**src/rtl/hsv2rgb_pkg.sv**
```systemverilog
// Shared HSV/RGB pixel-format constants, stage payloads and helpers for the
// hsv2rgb converter and the keyer that produces the same HSV format.
package hsv2rgb_pkg;

    localparam int unsigned LAT_CYC  = 4;
    localparam int unsigned PIX_W    = 24;
    localparam int unsigned HUE_W    = 9;
    localparam int unsigned SAT_W    = 7;
    localparam int unsigned VAL_W    = 8;
    localparam int unsigned CH_W     = 8;
    localparam int unsigned SEC_W    = 3;
    localparam int unsigned FRAC_W   = 6;

    localparam int unsigned HUE_HI   = 23;
    localparam int unsigned HUE_LO   = 15;
    localparam int unsigned SAT_HI   = 14;
    localparam int unsigned SAT_LO   = 8;
    localparam int unsigned VAL_HI   = 7;
    localparam int unsigned VAL_LO   = 0;

    localparam int unsigned R_HI     = 23;
    localparam int unsigned R_LO     = 16;
    localparam int unsigned G_HI     = 15;
    localparam int unsigned G_LO     = 8;
    localparam int unsigned B_HI     = 7;
    localparam int unsigned B_LO     = 0;

    localparam int unsigned HUE_MAX  = 360;
    localparam int unsigned SECTOR_W = 60;
    localparam int unsigned INV60    = 1093;

    typedef struct packed {
        logic              en;
        logic              valid;
        logic [PIX_W-1:0]  pass;
        logic [PIX_W-1:0]  raw;
        logic [SEC_W-1:0]  sec;
        logic [FRAC_W-1:0] frac;
        logic [SAT_W-1:0]  sat;
        logic [VAL_W-1:0]  val;
    } s1_t;

    typedef struct packed {
        logic              en;
        logic              valid;
        logic [PIX_W-1:0]  pass;
        logic [PIX_W-1:0]  raw;
        logic [SEC_W-1:0]  sec;
        logic [VAL_W-1:0]  val;
        logic [CH_W-1:0]   c;
        logic [FRAC_W-1:0] k;
    } s2_t;

    typedef struct packed {
        logic              en;
        logic              valid;
        logic [PIX_W-1:0]  pass;
        logic [PIX_W-1:0]  raw;
        logic [SEC_W-1:0]  sec;
        logic [CH_W-1:0]   c;
        logic [CH_W-1:0]   x;
        logic [CH_W-1:0]   m;
    } s3_t;

    typedef struct packed {
        logic              valid;
        logic [PIX_W-1:0]  pass;
        logic [PIX_W-1:0]  pix;
    } out_t;

    // Channel add clamped to full scale.
    function automatic logic [CH_W-1:0] sat_add(input logic [CH_W-1:0] a,
                                                input logic [CH_W-1:0] b);
        logic [CH_W:0] sum;
        sum = (CH_W+1)'(a) + (CH_W+1)'(b);
        return sum[CH_W] ? {CH_W{1'b1}} : sum[CH_W-1:0];
    endfunction

endpackage

```
**src/rtl/hsv2rgb_hue_sector.sv**
```systemverilog
// Combinational hue decode: wrap 360..511 back into range, then split the
// hue into a 60-degree sector index and the offset within that sector.
module hue_sector
    import hsv2rgb_pkg::*;
(
    input  logic [HUE_W-1:0]  hue,
    output logic [HUE_W-1:0]  hue_wrap_c,
    output logic [SEC_W-1:0]  sector_c,
    output logic [FRAC_W-1:0] frac_c
);

    logic [HUE_W-1:0] base;

    always_comb begin
        hue_wrap_c = hue;
        sector_c   = '0;
        base       = '0;
        if (hue >= HUE_W'(HUE_MAX)) begin
            hue_wrap_c = hue - HUE_W'(HUE_MAX);
        end
        // Compare chain against sector starts; last match wins.
        for (int unsigned i = 1; i < 6; i++) begin
            if (hue_wrap_c >= HUE_W'(i * SECTOR_W)) begin
                sector_c = SEC_W'(i);
                base     = HUE_W'(i * SECTOR_W);
            end
        end
        frac_c = FRAC_W'(hue_wrap_c - base);
    end

endmodule

```
**src/rtl/hsv2rgb.sv**
```systemverilog
// Four-stage HSV-to-RGB converter with bypass, sideband and valid tag
// delay-matched to the pixel.
module hsv2rgb
    import hsv2rgb_pkg::*;
#(
    parameter int unsigned LAT = LAT_CYC
) (
    input  logic             clk,
    input  logic             rst_n,
    input  logic             hsv_en,
    input  logic             valid_in,
    input  logic [PIX_W-1:0] pixel_in,
    input  logic [PIX_W-1:0] pass_in,
    output logic [PIX_W-1:0] pixel_out,
    output logic [PIX_W-1:0] pass_thru,
    output logic             valid_out
);

    if (LAT != LAT_CYC) begin : g_lat_fixed
        $error("hsv2rgb pipeline depth is fixed at 4");
    end

    s1_t  s1_d,  s1_q;
    s2_t  s2_d,  s2_q;
    s3_t  s3_d,  s3_q;
    out_t out_d, out_q;

    logic [HUE_W-1:0]  hue_wrap_unused;
    logic [SEC_W-1:0]  sector_c;
    logic [FRAC_W-1:0] frac_c;

    hue_sector u_hue_sector (
        .hue        (pixel_in[HUE_HI:HUE_LO]),
        .hue_wrap_c (hue_wrap_unused),
        .sector_c   (sector_c),
        .frac_c     (frac_c)
    );

    always_comb begin
        s1_d       = '0;
        s1_d.en    = hsv_en;
        s1_d.valid = valid_in;
        s1_d.pass  = pass_in;
        s1_d.raw   = pixel_in;
        s1_d.sec   = sector_c;
        s1_d.frac  = frac_c;
        s1_d.sat   = pixel_in[SAT_HI:SAT_LO];
        s1_d.val   = pixel_in[VAL_HI:VAL_LO];
    end

    // Chroma c = v*s_sc/128; k is the distance into the sector ramp.
    logic [CH_W-1:0]   s_sc;
    logic [15:0]       vs;
    always_comb begin
        s_sc       = CH_W'(s1_q.sat) + CH_W'(s1_q.sat >> 6);
        vs         = 16'(s1_q.val) * 16'(s_sc);
        s2_d       = '0;
        s2_d.en    = s1_q.en;
        s2_d.valid = s1_q.valid;
        s2_d.pass  = s1_q.pass;
        s2_d.raw   = s1_q.raw;
        s2_d.sec   = s1_q.sec;
        s2_d.val   = s1_q.val;
        s2_d.c     = CH_W'(vs >> 7);
        s2_d.k     = s1_q.sec[0] ? FRAC_W'(SECTOR_W) - s1_q.frac : s1_q.frac;
    end

    // x = c*k/60 via reciprocal multiply by 1093/65536.
    logic [13:0] ck;
    logic [24:0] ck_inv;
    logic [8:0]  x_full;
    always_comb begin
        ck         = 14'(s2_q.c) * 14'(s2_q.k);
        ck_inv     = 25'(ck) * 25'(INV60);
        x_full     = 9'(ck_inv >> 16);
        s3_d       = '0;
        s3_d.en    = s2_q.en;
        s3_d.valid = s2_q.valid;
        s3_d.pass  = s2_q.pass;
        s3_d.raw   = s2_q.raw;
        s3_d.sec   = s2_q.sec;
        s3_d.c     = s2_q.c;
        s3_d.x     = x_full[8] ? {CH_W{1'b1}} : x_full[CH_W-1:0];
        s3_d.m     = s2_q.val - s2_q.c;
    end

    logic [CH_W-1:0] r_c, g_c, b_c;
    always_comb begin
        r_c = '0;
        g_c = '0;
        b_c = '0;
        unique case (s3_q.sec)
            3'd0:    begin r_c = s3_q.c; g_c = s3_q.x;                  end
            3'd1:    begin r_c = s3_q.x; g_c = s3_q.c;                  end
            3'd2:    begin               g_c = s3_q.c; b_c = s3_q.x;    end
            3'd3:    begin               g_c = s3_q.x; b_c = s3_q.c;    end
            3'd4:    begin r_c = s3_q.x;               b_c = s3_q.c;    end
            3'd5:    begin r_c = s3_q.c;               b_c = s3_q.x;    end
            default: begin                                              end
        endcase
        out_d       = '0;
        out_d.valid = s3_q.valid;
        out_d.pass  = s3_q.pass;
        out_d.pix   = s3_q.en ? {sat_add(r_c, s3_q.m),
                                 sat_add(g_c, s3_q.m),
                                 sat_add(b_c, s3_q.m)}
                              : s3_q.raw;
    end

    always_ff @(posedge clk or negedge rst_n) begin
        if (!rst_n) begin
            s1_q  <= '0;
            s2_q  <= '0;
            s3_q  <= '0;
            out_q <= '0;
        end else begin
            s1_q  <= s1_d;
            s2_q  <= s2_d;
            s3_q  <= s3_d;
            out_q <= out_d;
        end
    end

    assign pixel_out = out_q.pix;
    assign pass_thru = out_q.pass;
    assign valid_out = out_q.valid;

endmodule

```
**config.mk**
```make
export PLATFORM = sky130hd
export DESIGN_NAME = hsv2rgb
export DESIGN_NICKNAME = d
export VERILOG_FILES = /design/src/rtl/hsv2rgb_pkg.sv /design/src/rtl/hsv2rgb_hue_sector.sv /design/src/rtl/hsv2rgb.sv
export SDC_FILE = /design/constraint.sdc
export NUM_CORES = 1
export LEC_CHECK = 0
export ABC_AREA = 0
export CAP_MARGIN = 20
export CORE_AREA = 2 2 201 203
export DETAILED_ROUTE_END_ITERATION = 10
export DIE_AREA = 0 0 203 205
export GPL_ROUTABILITY_DRIVEN = 1
export GPL_TIMING_DRIVEN = 0
export PLACE_DENSITY_LB_ADDON = 0.08
export SLEW_MARGIN = 20
export SYNTH_ARGS = -nofsm -noshare
export SYNTH_HDL_FRONTEND = slang
export SYNTH_SLANG_ARGS = --single-unit
```
**constraint.sdc**
```tcl
create_clock -name clk -period 7.65 [get_ports clk]
set_input_delay 1.1475 -clock clk [delete_from_list [all_inputs] [get_ports clk]]
set_output_delay 1.1475 -clock clk [all_outputs]
set_load 0.01 [all_outputs]
```
==> impl_metrics.ini <==
[placed_design]
io_buffers = 100
place_hpwl_um = 21400
place_area_um2 = 15400
place_congestion = 0.788

[sta]
rsz0062_at_grt = true
min_period_ns = 7.39
drv_slew = 0
setup_viol = 0
period_share = 0.967
worst_pin_slew_ns = 0.839
holdWs_ns = 0.330
fin_tns_setup_ns = 0
fmax_mhz = 135
clock-skew-final_ns = 0.0175
finalHoldViolCount = 0
slew_headroom = 0.437

[routing]
final_antenna_net_count = 0
post_drt_via_cell_ratio = 4.55
first_iter_violations = 333
drc = 0
routed_wl_um = 27900
wire_per_inst_um = 15.0
vias = 8436
drt_pass1_iterations = 4

[critical_path]
worstSetupEndpointType = flop
max_stage_delay_ns = 0.55
crit_slowest_cell = fa_1
start_kind = flop
crit_family = adder cells
required_ns = 8.08
worstSetupPathType = reg -> reg
arrival_ns = 7.83
critPathBufInv = 4
crit_fanout = 8

[layout]
area_growth_pct = 19.7
diodes = 0
nets = 1592
final_layout_size_suffix_gt1_frac = 0.0586
finalInstanceArea_um2 = 16300

[synthesis]
synthArstFlopShare = 1.00
synth_ff_type = dfrtp_1
synthCells = 1175
synth-edff-count = 0
ys_types = 62
synthesis.nets = 1457
syn_area_um2 = 13700
syn_avg_cell_area_um2 = 11.6
ys_ff_latch = 249
yosysSeqAreaShare = 0.456
synth_warnings = 0

[grt]
grt_max_degree = 99
antenna_found_initial = 0
grt_use_total = 0.138
gr-total-overflow = 0
first_global_vias = 8676
grt_first_pass_wirelength_um = 46300

[clock_network]
cts_tree = yes
path_clk_slew_ns = 0.06
clock_sinks = 249
cts_root_buf = clkbuf_16
cts_hold_buf = 0
h-tree-depth = 1
worstSkewPairLatency_ns = 0.55
cts_buffers = 27
cts_buffer_depth = 3

[status]
outcome = finished, final reports clean

[floorplanning]
rows = 73
dieArea_um2 = 41600
fp.dieW_um = 203
die-height_um = 205
start_util = 0.347
core_um2 = 39400
ioPinCount = 101

[run]
maxCapViolCount = 0

[min_path]
hp-class = reg -> reg
==> worst paths after layout <==
check / from / endpoint / slack (ns) / depth (start not counted)
worst max-delay path: s2_q[9] / s3_q[10] / 0.26 / 25
worst min-delay path: s2_q[36] / s3_q[38] / 0.33 / 0
worst max register to register: s2_q[9] / s3_q[10] / 0.26 / 25
worst min register to register: s2_q[36] / s3_q[38] / 0.33 / 0
max in group asynchronous: rst_n / s2_q[7] / 6.13 / 2
min in group asynchronous: rst_n / pass_thru[7] / 0.58 / 1
==> logic make-up after synthesis <==
kind of cell,after synthesis,synth area share
AO/OA/AOI/OAI,173,0.0814
XOR/XNOR,73,0.0474
adder cells (fa/ha/maj),232,0.251
buffers and inverters,146,0.0401
flip-flops,249,0.456
multiplexers,16,0.0117
AND/OR/NAND/NOR,286,0.113
==> layout by cell type (no fill, tap or decap), types with 13 or more instances in the layout <==
cell	count
xor2_1	34
ha_1	160
inv_1	137
xnor2_1	37
o21ai_0	28
dfrtp_1	242
nor2b_1	22
a21oi_1	62
clkbuf_16	27
and2_1	70
a21o_1	27
fa_1	70
clkbuf_1	13
mux2i_1	16
clkdlybuf4s50_1	99
nor2_1	46
nand2_1	80
nand2b_1	19
==> synthesized netlist by cell type, types with 16 or more instances <==
cell type / n / area share
dfrtp_1: 249 / 0.46
a21oi_1: 62 / 0.023
and2_1: 70 / 0.032
fa_1: 70 / 0.10
ha_1: 160 / 0.15
nor2b_1: 22 / 0.010
nand2_1: 80 / 0.022
a21o_1: 27 / 0.015
xnor2_1: 37 / 0.024
inv_1: 137 / 0.038
xor2_1: 35 / 0.022
nand2b_1: 19 / 0.0087
o21ai_0: 28 / 0.010
mux2i_1: 16 / 0.012
nor2_1: 46 / 0.013
==> stage by stage <==
step	setup slack, ns	instances	util
3_3_place_gp	-5.12	1800	0.389
2_1_floorplan	0.666	1175	-
5_1_grt	-0.0122	1855	0.415
3_5_place_dp	-0.155	1802	0.391
4_1_cts	0.0374	1851	0.414
6_report	0.256	1855	0.415
==> sequential cells by signal, summed over array words and instances, names as in the netlist <==
signal	flops
s2_q	66
valid_out	1
pass_thru	24
s1_q	57
pixel_out	24
out_d	25
s3_q	52
==> layout make-up <==
cell class	count	area, um2
clock buffer	36	749
buffer	9	33.8
inverter	137	514
sequential	249	6240
clock inverter	13	146
multi-input combinational	780	6920
tap	525	657
timing repair buffer	106	1090
fill	3743	23000
==> timing repair <==
action,in CTS,in global routing
endpoints found under the setup margin,6,7
setup buffers,0,4
gates resized for setup,3,9
pin swaps,0,2
==> routing by layer <==
metal / global-route usage / up-vias / routed length [um]
li1: - / 4155 / -
met3: 0.0188 / 34 / 920
met5: 0 / - / 0
met1: 0.204 / 4109 / 13900
met4: 0.0269 / 0 / 482
met2: 0.217 / 138 / 12600
Power is not shown: default switching activity piles up to over one toggle a cycle in this logic, so the estimate is an artifact.
